### config.mk
export PLATFORM = sky130hd
export DESIGN_NAME = yuv422_yuv444_flat
export DESIGN_NICKNAME = d
export VERILOG_FILES = /design/src/rtl/yuv_pkg.sv /design/src/rtl/yuv422_yuv444_if.sv /design/src/rtl/yuv422_yuv444.sv /design/src/flat_wrapper.sv
export SDC_FILE = /design/constraint.sdc
export NUM_CORES = 1
export LEC_CHECK = 0
export ABC_CLOCK_PERIOD_IN_PS = 3900
export CAP_MARGIN = 20
export CELL_PAD_IN_SITES_DETAIL_PLACEMENT = 2
export CELL_PAD_IN_SITES_GLOBAL_PLACEMENT = 2
export CORE_ASPECT_RATIO = 0.5
export CORE_MARGIN = 4
export CORE_UTILIZATION = 39
export DETAILED_ROUTE_END_ITERATION = 10
export PLACE_DENSITY = 0.95
export SLEW_MARGIN = 20
export SYNTH_ARGS = -nofsm -noshare
export SYNTH_HDL_FRONTEND = slang
export SYNTH_SLANG_ARGS = --single-unit
### constraint.sdc
create_clock -name sys_clk -period 3.9 [get_ports sys_clk]
set_input_delay 0.78 -clock sys_clk [delete_from_list [all_inputs] [get_ports sys_clk]]
set_output_delay 0.78 -clock sys_clk [all_outputs]
set_load 0.005 [all_outputs]
### src/rtl/yuv_pkg.sv
// Shared definitions for the 4:2:2 -> 4:4:4 chroma upsampler: neutral chroma
// level and the output-sequencer state encoding.
package yuv_pkg;

    typedef enum logic [1:0] {
        IDLE    = 2'd0,
        EMIT_P0 = 2'd1,
        EMIT_P1 = 2'd2,
        EMIT_S  = 2'd3
    } out_state_t;

    // Mid-scale code for an unsigned chroma component of the given width.
    function automatic int unsigned chroma_mid(input int unsigned dw);
        return 32'd1 << (dw - 32'd1);
    endfunction

    localparam logic [7:0] C_CHROMA_NEUTRAL = 8'(chroma_mid(8));

endpackage

### src/rtl/yuv422_yuv444_if.sv
// Video stream bundle: 4:2:2 input side (sync, valid, luma, muxed chroma)
// and 4:4:4 output side.
interface yuv_if #(
    parameter int DW = 8
);
    logic          i_hs;
    logic          line_end;
    logic          i_de;
    logic [DW-1:0] i_y;
    logic [DW-1:0] i_c;
    logic          o_de;
    logic          o_hs;
    logic [DW-1:0] o_y;
    logic [DW-1:0] o_cb;
    logic [DW-1:0] o_cr;

    modport master (
        output i_hs, line_end, i_de, i_y, i_c,
        input  o_de, o_hs, o_y, o_cb, o_cr
    );

    modport slave (
        input  i_hs, line_end, i_de, i_y, i_c,
        output o_de, o_hs, o_y, o_cb, o_cr
    );
endinterface

### src/rtl/yuv422_yuv444.sv
// 4:2:2 to 4:4:4 converter: captures Cb/Cr pixel pairs and replays each pair
// as two pixels sharing the same chroma; odd line tails reuse the last Cr.
module yuv422_yuv444
    import yuv_pkg::*;
#(
    parameter int DW = 8
) (
    input  logic sys_clk,
    input  logic rst,
    yuv_if.slave vid
);
    localparam logic [DW-1:0] NEUTRAL = DW'(chroma_mid(DW));

    logic          hs_d1_reg, hs_d2_reg;
    logic          phase_reg;
    logic          pair_done_reg, single_done_reg;
    logic [DW-1:0] y0_reg, y1_reg, cb_reg, cr_reg, cr_hold_reg;
    logic [DW-1:0] p1_y_reg, p1_cb_reg, p1_cr_reg;
    logic [DW-1:0] s_y_reg, s_cb_reg, s_cr_reg;
    out_state_t    state_reg, state_next;
    logic          o_de_reg;
    logic [DW-1:0] o_y_reg, o_cb_reg, o_cr_reg;

    logic hs_rise, pix_phase, take_even, take_odd;

    // A line-start edge forces the coincident pixel (if any) to be Cb.
    assign hs_rise   = vid.i_hs & ~hs_d1_reg;
    assign pix_phase = hs_rise ? 1'b0 : phase_reg;
    assign take_even = vid.i_de & ~pix_phase;
    assign take_odd  = vid.i_de & pix_phase;

    always_ff @(posedge sys_clk) begin
        if (rst) begin
            hs_d1_reg       <= 1'b0;
            hs_d2_reg       <= 1'b0;
            phase_reg       <= 1'b0;
            pair_done_reg   <= 1'b0;
            single_done_reg <= 1'b0;
            y0_reg          <= '0;
            y1_reg          <= '0;
            cb_reg          <= NEUTRAL;
            cr_reg          <= NEUTRAL;
            cr_hold_reg     <= NEUTRAL;
            p1_y_reg        <= '0;
            p1_cb_reg       <= NEUTRAL;
            p1_cr_reg       <= NEUTRAL;
            s_y_reg         <= '0;
            s_cb_reg        <= NEUTRAL;
            s_cr_reg        <= NEUTRAL;
        end else begin
            hs_d1_reg <= vid.i_hs;
            hs_d2_reg <= hs_d1_reg;

            if (vid.i_de)
                phase_reg <= vid.line_end ? 1'b0 : ~pix_phase;
            else if (hs_rise)
                phase_reg <= 1'b0;

            pair_done_reg <= take_odd;
            // A single that lands while the pair ahead of it is still in
            // EMIT_P0 must survive until the sequencer can take it.
            single_done_reg <= (take_even & vid.line_end)
                             | (single_done_reg & (state_reg == EMIT_P0));

            if (take_even) begin
                y0_reg <= vid.i_y;
                cb_reg <= vid.i_c;
            end

            if (take_odd) begin
                y1_reg      <= vid.i_y;
                cr_reg      <= vid.i_c;
                cr_hold_reg <= vid.i_c;
            end else if (hs_rise) begin
                cr_hold_reg <= NEUTRAL;
            end

            // Snapshot the lone tail pixel so a following line cannot clobber it.
            if (take_even & vid.line_end) begin
                s_y_reg  <= vid.i_y;
                s_cb_reg <= vid.i_c;
                s_cr_reg <= hs_rise ? NEUTRAL : cr_hold_reg;
            end

            if (pair_done_reg) begin
                p1_y_reg  <= y1_reg;
                p1_cb_reg <= cb_reg;
                p1_cr_reg <= cr_reg;
            end
        end
    end

    always_ff @(posedge sys_clk) begin
        if (rst)
            state_reg <= IDLE;
        else
            state_reg <= state_next;
    end

    always_comb begin
        state_next = state_reg;
        case (state_reg)
            EMIT_P0: state_next = EMIT_P1;
            IDLE, EMIT_P1, EMIT_S: begin
                if (pair_done_reg)
                    state_next = EMIT_P0;
                else if (single_done_reg)
                    state_next = EMIT_S;
                else
                    state_next = IDLE;
            end
            default: state_next = IDLE;
        endcase
    end

    // Output registers load on the edge that enters each emit state.
    always_ff @(posedge sys_clk) begin
        if (rst) begin
            o_de_reg <= 1'b0;
            o_y_reg  <= '0;
            o_cb_reg <= NEUTRAL;
            o_cr_reg <= NEUTRAL;
        end else begin
            o_de_reg <= (state_next != IDLE);
            case (state_next)
                EMIT_P0: begin
                    o_y_reg  <= y0_reg;
                    o_cb_reg <= cb_reg;
                    o_cr_reg <= cr_reg;
                end
                EMIT_P1: begin
                    o_y_reg  <= p1_y_reg;
                    o_cb_reg <= p1_cb_reg;
                    o_cr_reg <= p1_cr_reg;
                end
                EMIT_S: begin
                    o_y_reg  <= s_y_reg;
                    o_cb_reg <= s_cb_reg;
                    o_cr_reg <= s_cr_reg;
                end
                default: ;
            endcase
        end
    end

    assign vid.o_de = o_de_reg;
    assign vid.o_hs = hs_d2_reg;
    assign vid.o_y  = o_y_reg;
    assign vid.o_cb = o_cb_reg;
    assign vid.o_cr = o_cr_reg;

endmodule

### src/flat_wrapper.sv
// flat-port wrapper written by rule: the top's interface ports become plain ports
module yuv422_yuv444_flat import yuv_pkg::*;
#(
    parameter int DW = 8
)
  (sys_clk, rst, vid_i_hs, vid_line_end, vid_i_de, vid_i_y, vid_i_c, vid_o_de, vid_o_hs, vid_o_y, vid_o_cb, vid_o_cr);
  yuv_if #(.DW(DW)) vid_i ();
  input  logic sys_clk;
  input  logic rst;
  input wire logic [$bits(vid_i.i_hs)-1:0] vid_i_hs;
  input wire logic [$bits(vid_i.line_end)-1:0] vid_line_end;
  input wire logic [$bits(vid_i.i_de)-1:0] vid_i_de;
  input wire logic [$bits(vid_i.i_y)-1:0] vid_i_y;
  input wire logic [$bits(vid_i.i_c)-1:0] vid_i_c;
  output wire logic [$bits(vid_i.o_de)-1:0] vid_o_de;
  output wire logic [$bits(vid_i.o_hs)-1:0] vid_o_hs;
  output wire logic [$bits(vid_i.o_y)-1:0] vid_o_y;
  output wire logic [$bits(vid_i.o_cb)-1:0] vid_o_cb;
  output wire logic [$bits(vid_i.o_cr)-1:0] vid_o_cr;
  assign vid_i.i_hs = vid_i_hs;
  assign vid_i.line_end = vid_line_end;
  assign vid_i.i_de = vid_i_de;
  assign vid_i.i_y = vid_i_y;
  assign vid_i.i_c = vid_i_c;
  assign vid_o_de = vid_i.o_de;
  assign vid_o_hs = vid_i.o_hs;
  assign vid_o_y = vid_i.o_y;
  assign vid_o_cb = vid_i.o_cb;
  assign vid_o_cr = vid_i.o_cr;
  yuv422_yuv444 #(.DW(DW)) u_core (.sys_clk(sys_clk), .rst(rst), .vid(vid_i));
endmodule
==> metrics.cfg <==
[outcome]
status = complete, no violations

[sta]
fmax_mhz = 384
tightestPinTransition_ps = 1060
skew_ps = 9.61
finalMaxSlewViolations = 0
setup_viol = 0
rsz0062_at_grt = no
relSlewSlack = 0.296
fin_setup_tns_ps = 0
period_share = 0.669
hold_viol = 0
period_minus_slack_ps = 2610

[placed_design]
place.gp.congestion = 0.756
place_hpwl_mm = 10.7
io_buffer_count = 46

[cts]
cts_tree = built
cts_buffers = 17
cts-root-buf = clkbuf_16
clk_latency_ps = 430
cts_resized = 0
clock_sinks = 120
htreeDepth = 4
postCtsSetupBuffers = 0
clk_path_buf_depth = 2
clk_pin_slew_ps = 60
ctsHoldBuffers = 0

[critical_path]
crit_fanout = 17
crit_type = input pin to register
crit_path_end_kind = register
cp.arrival_ps = 2970
cp-start-kind = input pin
cp.required_ps = 4260

[layout]
diodes = 0
final_nets = 564
num-fill-cells = 1195
drive_gt1_frac = 0.121
final_util = 0.503
synthToLayoutAreaGrowth_pct = 22.5

[route]
ant_nets = 0
drt_iter0_drc = 311
first_pass_iters = 6
wl_mm = 19.8
post_drt_wl_per_cell_um = 27.5
drc = 0
routed_via_density = 5.87
via_count = 4219

[die]
design.portCount = 47
start_util = 0.411
core-area_mm2 = 0.0122
die_h_um = 88.0
num_rows = 28
die_w_um = 168
dieArea_mm2 = 0.0148

[synthesis]
syn_inst = 513
yosysWarningCount = 0
synth_area_leaders = dfxtp_1 48%, mux2i_1 12%, nand2b_1 9.6%, nor2_1 4.1%, or3b_2 3.5%
syn-cell-area_mm2 = 0.00499
synth.avg_cell_area_um2 = 9.74
synth_cell_type_count = 38
synth-edff-count = 0
async_reset_ff_frac = 0
yosysSeqAreaShare = 0.481
synthFlopType = dfxtp_1
synth_fp_nets = 534
yosysTopAreaCellShare = 0.481
post-synth-top-area-cell = dfxtp_1
synth-seq-cells = 120

[power]
pwr-share-seq = 0.402
switchingPower_mw = 0.814
switching_share = 0.247
peakVddDrop_v = 0.000291
p_per_area_mw_per_mm2 = 539
clkPwrFrac = 0.505
p_leak_nw = 2.30
p_int_mw = 2.48
pwr-share-comb = 0.093

[global_route]
grt_max_degree = 61
antenna_found_initial = 0
grt_pass1_wl_mm = 30.8
grt_pass1_vias = 4836
gr-total-overflow = 0
grt_usage = 0.277

[run]
maxCapViolCount = 0

[worst_hold_path]
hold_path.class = register to register

per-layer routing:
layer	wire length [µm]	part of all wire	GRT usage	vias to the layer above
met4	488	0.025	0.119	0
met3	900	0.046	0.0550	45
met1	8720	0.44	0.342	2189
li1	-	-	-	1849
met5	0	0	0	-
met2	9650	0.49	0.480	136
cell usage in the layout (no fill, tap or decap), types with 4 or more instances in the layout:
cell and n:
dfxtp_1 119, nand2b_1 77, mux2i_1 62, nor2_1 54, clkdlybuf4s50_1 45, a21oi_1 24
nor3_1 24, nor4_1 22, or3b_2 20, clkbuf_16 17, a22o_1 15, buf_4 9
nand3b_1 8, a32o_1 7, nor2b_1 5, clkbuf_8 4
power groups by stage:
stage | sequential [mW] | combinational, mW | clock, mW
final | 1.32 | 0.307 | 1.67
after global routing | 1.33 | 0.327 | 1.74
after floorplan | 1.33 | 0.166 | 0
after global placement | 1.33 | 0.269 | 0
after detailed placement | 1.34 | 0.287 | 0
after CTS | 1.32 | 0.306 | 1.67
layout make-up:
type	count	area [µm²]	area share
timing repair buffer	55	523	0.0854
sequential	120	2400	0.393
multi-input combinational	347	2380	0.388
clock inverter	8	120	0.0196
tap	165	206	0.0337
inverter	2	7.51	0.00123
clock buffer	22	484	0.0791
path summary, 6_finish.rpt:
kind / start / endpoint / slack (ps) / cells past startpoint
setup / recovery: vid_i_hs / u_core.cr_hold_reg[3] / 1290 / 5
hold reg to reg: u_core.y1_reg[5] / u_core.y1_reg[5] / 490 / 1
hold / removal: u_core.y1_reg[5] / u_core.y1_reg[5] / 490 / 1
setup reg to reg: u_core.pair_done_reg / u_core.vid.o_cb[3] / 1590 / 4
critical path, cell delays in order:
cell	delay [ps]
clkdlybuf4s50_1	520
nand2b_1	450
a31oi_2	660
buf_4	330
a32o_1	230
synthesized netlist by cell type (all sizes together), types with 6 or more instances:
| library cell | number |
|---|---|
| a21oi | 24 |
| a22o | 15 |
| nor2b | 6 |
| buf | 23 |
| mux2i | 62 |
| dfxtp | 120 |
| nand3b | 8 |
| nor4 | 22 |
| nor2 | 54 |
| a32o | 7 |
| nor3 | 25 |
| clkbuf | 21 |
| or3b | 22 |
| nand2b | 77 |
logic make-up after synthesis:
kind of cell	count (synthesis)	share of synthesized area
mux	62	0.124
simple gates	225	0.262
flops	120	0.481
compound gates	60	0.0884
buf+inv	46	0.0448
stage by stage:
stage / power [mW] / cells / hold slack (ps) / worst slack, ps / area (µm²)
finish: 3.30 / 719 / 491 / 1290 / 6120
global route: 3.39 / 719 / 512 / 1190 / 6120
CTS: 3.30 / 719 / 491 / 1350 / 6120
detailed placement: 1.63 / 689 / 469 / 1070 / 5520
global placement: 1.60 / 689 / 455 / 1210 / 5520
floorplan: 1.50 / 513 / 440 / 2120 / 4990
Power figures use the tool's default switching activity.
